<file path="src/rtl/ram_arbiter.sv">
// ram_arbiter: two-port arbiter sharing one nibble-wide RAM with a tri-state data bus
module ram_arbiter #(
  parameter int PRIORITY_MODE = 0
) (
  input  logic       clk,
  input  logic       rst_n,
  input  logic       req_a,
  input  logic       we_a,
  input  logic [7:0] addr_a,
  input  logic [3:0] wdata_a,
  output logic       gnt_a,
  output logic       ack_a,
  output logic [3:0] rdata_a,
  input  logic       req_b,
  input  logic       we_b,
  input  logic [7:0] addr_b,
  input  logic [3:0] wdata_b,
  output logic       gnt_b,
  output logic       ack_b,
  output logic [3:0] rdata_b,
  output logic [7:0] mem_addr,
  output logic       mem_we,
  output logic       mem_re,
  output logic [3:0] mem_wdata,
  output logic       mem_wdata_oe,
  input  logic [3:0] mem_rdata
);
  typedef enum logic [1:0] {IDLE, ACCESS, READ_WAIT} state_t;
  state_t state;
  logic last_b, owner_b, pick_a, sel_we;
  logic [3:0] cap;
  // a wins when alone, in fixed mode, or when b was granted last
  assign pick_a = req_a && (PRIORITY_MODE != 0 || !req_b || last_b);
  assign gnt_a = rst_n && state == IDLE && pick_a;
  assign gnt_b = rst_n && state == IDLE && req_b && !pick_a;
  assign sel_we = gnt_b ? we_b : we_a;
  // main sequencer: latch the winning request, run the RAM cycle, pulse ack
  always_ff @(posedge clk or negedge rst_n) begin
    if (!rst_n) begin
      state <= IDLE;
      ack_a <= 1'b0;
      ack_b <= 1'b0;
      mem_we <= 1'b0;
      mem_re <= 1'b0;
      mem_wdata_oe <= 1'b0;
      mem_addr <= '0;
      mem_wdata <= '0;
      rdata_a <= '0;
      rdata_b <= '0;
      last_b <= 1'b1;
      owner_b <= 1'b0;
    end else begin
      ack_a <= 1'b0;
      ack_b <= 1'b0;
      case (state)
        IDLE: if (gnt_a || gnt_b) begin
          state <= ACCESS;
          owner_b <= gnt_b;
          last_b <= gnt_b;
          mem_addr <= gnt_b ? addr_b : addr_a;
          mem_wdata <= gnt_b ? wdata_b : wdata_a;
          mem_we <= sel_we;
          mem_wdata_oe <= sel_we;
          mem_re <= !sel_we;
        end
        ACCESS: begin
          state <= mem_we ? IDLE : READ_WAIT;
          mem_we <= 1'b0;
          mem_wdata_oe <= 1'b0;
          mem_re <= 1'b0;
          ack_a <= mem_we && !owner_b;
          ack_b <= mem_we && owner_b;
        end
        READ_WAIT: begin
          state <= IDLE;
          ack_a <= !owner_b;
          ack_b <= owner_b;
          rdata_a <= owner_b ? rdata_a : cap;
          rdata_b <= owner_b ? cap : rdata_b;
        end
        default: state <= IDLE;
      endcase
    end
  end
  // sample the RAM read data mid-cycle while the RAM still drives the bus
  always_ff @(negedge clk or negedge rst_n) begin
    if (!rst_n) cap <= '0;
    else if (state == READ_WAIT) cap <= mem_rdata;
  end
endmodule

</file>
<file path="config.mk">
export PLATFORM = sky130hd
export DESIGN_NAME = ram_arbiter
export DESIGN_NICKNAME = d
export VERILOG_FILES = /design/src/rtl/ram_arbiter.sv
export SDC_FILE = /design/constraint.sdc
export NUM_CORES = 1
export LEC_CHECK = 0
export ABC_AREA = 1
export CORE_MARGIN = 5
export CORE_UTILIZATION = 46
export DETAILED_ROUTE_END_ITERATION = 8
export PLACE_DENSITY = 0.85
export SYNTH_ARGS = -nofsm -noshare
export SYNTH_HDL_FRONTEND = slang
export SYNTH_SLANG_ARGS = --single-unit
</file>
<file path="constraint.sdc">
create_clock -name clk -period 2.5 [get_ports clk]
set_input_delay 0.25 -clock clk [delete_from_list [all_inputs] [get_ports clk]]
set_output_delay 0.25 -clock clk [all_outputs]
set_load 0.1 [all_outputs]
</file>
# Word level (Yosys, flattened, before mapping)
# Index checks and enable logic that the tools add are counted.
[word_totals]
output_inout_bits = 27
input_bits = 34
word_cells = 47
reg_bits = 32
[classes]
n_mux = 12
bitwise = 1
n_reduce_logical = 19
n_eq_ne = 3
[ops]
columns = ["operator", "count"]
rows = [
  ["2-to-1 mux 8 bit", 1],
  ["one-hot mux 1 bit (2 select lines)", 4],
  ["AND reduction 2 bit", 4],
  ["logical AND 1 bit", 7],
  ["zero test 1 bit", 4],
  ["2-to-1 mux 2 bit", 2],
  ["2-to-1 mux 4 bit", 1],
  ["one-hot mux 2 bit (2 select lines)", 1],
  ["2-to-1 mux 1 bit", 3],
  ["== test 2 x 1 -> 1 bit, second input constant", 1],
  ["== test 2 bit, second input constant", 1],
  ["zero test 2 bit", 1],
  ["logical OR 1 bit", 2],
  ["inequality test 2 x 1 -> 1 bit, second input constant", 1],
  ["nonzero test 2 bit", 1],
  ["NOT 1 bit", 1],
]

# Logic depth before layout (Yosys ltp)
[logic_depth]
word_depth = 9
mapped_depth = 9
depth_no_buf = 9

==> run metrics <==
Clock Latency Late Sink=0.33 ns; row cnt=20; drt initial violations=117; GR Overflow Total=0; cts hold-fix bufs=0; area of the core=0.003103 mm^2; r2r endpoint=cap[3]; worst setup margin=0.1469 ns; endpoints failing setup=0; Critical Setup Path Class=flip-flop to flip-flop; Ports=61; Synth Instances=166; Mapped Nets=204; Post-Place Setup Slack=0.08308 ns; area delta synth->final=42.35%; Die X=67.18 um; Post-CTS Repair Setup Buffers=0; Ys Warns=0; sum of negative setup slack=0 ns; worst-path fanout max=11; Num CTS Buffers=5; Max clock buf depth=2; finished layout cell area=0.002141 mm^2; r2r setup slk=0.15 ns; Root Buffer Master=clkbuf_4; initial core utilization=0.4847; largest net degree at the start of global routing=19; count of final max-slew check failures=0; CP required=1.42 ns; Clock transition at path regs=0.10 ns; port bufs=60; 1st-pass router iterations=4; Synth Register Bits=32; Hold Violations, Final=0; # DRC=0; R2R cell count=3; Clock Sinks=32; Ant. Diodes=0; Tightest Pin Transition=0.4850 ns; register area share after synthesis=0.5333; Die Ht=67.18 um; vias=1,333; startpoint type of the worst setup path=flip-flop; H-tree levels=2; post-cts resize count=0; cell area after synthesis=0.001504 mm^2; GRT Resource Usage Total=0.1737; vias in the first global route=1,308; Syn Area/Cell=9.060 um^2; initial antenna violation count=0; routed vias/inst=4.865; Setup Skew=0.01011 ns; most frequent cells in the layout=38 x nand2_1, 38 x nand3_1, 33 x clkdlybuf4s50_1; outcome=complete, no violations; RSZ-0062 raised after global routing=no; reg2reg start=state[0]; drt total wl=3515 um; TritonCTS clock tree=built; placed inst area=0.002077 mm^2; DRT antenna net count=0; headroom to the max-slew limit=0.6756; placer congestion estimate=0.7666; die area=0.004513 mm^2; global-route wire length before repair=5789 um; worst path arrival time=1.27 ns; post-synthesis cell type count=25; nets@finish=267; drt wl/cell=12.83 um; worst min path class=input pin to async pin; layout cells sized above 1=0.2130; Hold WS=0.2371 ns; placed wire-length estimate=2683 um; max_cap viols=0; Worst Setup End Kind=flip-flop
## state kept, by name, indices dropped and copies added, names as in the netlist
signal,flops
ack_a,1
ack_b,1
cap,4
last_b,1
mem_addr,8
mem_re,1
mem_wdata,4
mem_wdata_oe,1
owner_b,1
rdata_a,4
rdata_b,4
state,2
## how the worst max path moves through the flow
stage / startpoint / end / slack [ns] / depth (start not counted)
floorplan: state[0] / cap[0] / 0.22 / 4
global placement: state[0] / cap[0] / 0.12 / 3
detailed placement: state[0] / cap[1] / 0.08 / 3
CTS: state[0] / cap[1] / 0.05 / 3
global route: state[0] / cap[1] / 0.11 / 3
finish: state[0] / cap[3] / 0.15 / 3
## area by class of cell
class / instances / area, um^2
Clock inverter: 2 / 10.01
Tap cell: 44 / 55.05
Sequential cell: 32 / 802.0
Fill cell: 286 / 962.2
Timing Repair Buffer: 63 / 580.6
Clock buffer: 6 / 51.30
Inverter: 18 / 71.32
Multi-Input combinational cell: 109 / 570.5
## metal layers
| layer | part of all wire | GRT usage | vias up |
|---|---|---|---|
| li1 | - | - | 670 |
| met1 | 0.40 | 0.1957 | 606 |
| met2 | 0.48 | 0.2871 | 52 |
| met3 | 0.11 | 0.06822 | 5 |
| met4 | 0.013 | 0.08354 | 0 |
| met5 | 0 | 0 | - |
## worst max-delay path, cell delays in order (launching register included)
cell	delay, ns
dfrtp_1	0.40
inv_1	0.13
ha_2	0.31
o21ai_0	0.11
## through the flow
| stage | instances | util |
|---|---|---|
| CTS | 274 | 0.6891 |
| detailed placement | 266 | 0.6694 |
| global placement | 266 | 0.6694 |
| finish | 274 | 0.6899 |
| global route | 274 | 0.6899 |
| floorplan | 166 | - |
## cell families after synthesis
family	Yosys count	share of synthesized area
DFF	32	0.5333
buffers and inverters	25	0.08901
adders and majority gates	4	0.03328
AOI/OAI and AO/OA	18	0.05990
and+or+nand+nor	87	0.2845
## Yosys cell counts
cell type | number | area share
nand2_1 | 38 | 0.095
nand3_1 | 38 | 0.13
dfrtp_1 | 27 | 0.45
o21ai_0 | 16 | 0.053
inv_1 | 14 | 0.035
dfrtn_1 | 4 | 0.067
ha_1 | 4 | 0.033
a21oi_1 | 2 | 0.0067
buf_2 | 2 | 0.0067
buf_4 | 2 | 0.010
buf_6 | 2 | 0.015
inv_2 | 2 | 0.0050
nand4_1 | 2 | 0.0083
nor3_1 | 2 | 0.0067
buf_8 | 1 | 0.010
clkinv_2 | 1 | 0.0033
dfstp_2 | 1 | 0.017
inv_4 | 1 | 0.0042
nand2_2 | 1 | 0.0042
nand2_4 | 1 | 0.0075
nand3_4 | 1 | 0.012
nand3b_1 | 1 | 0.0050
nor2_1 | 1 | 0.0025
nor2_8 | 1 | 0.013
or2_2 | 1 | 0.0042
Power is not shown: default switching activity piles up to over one toggle a cycle in this logic, so the estimate is an artifact.
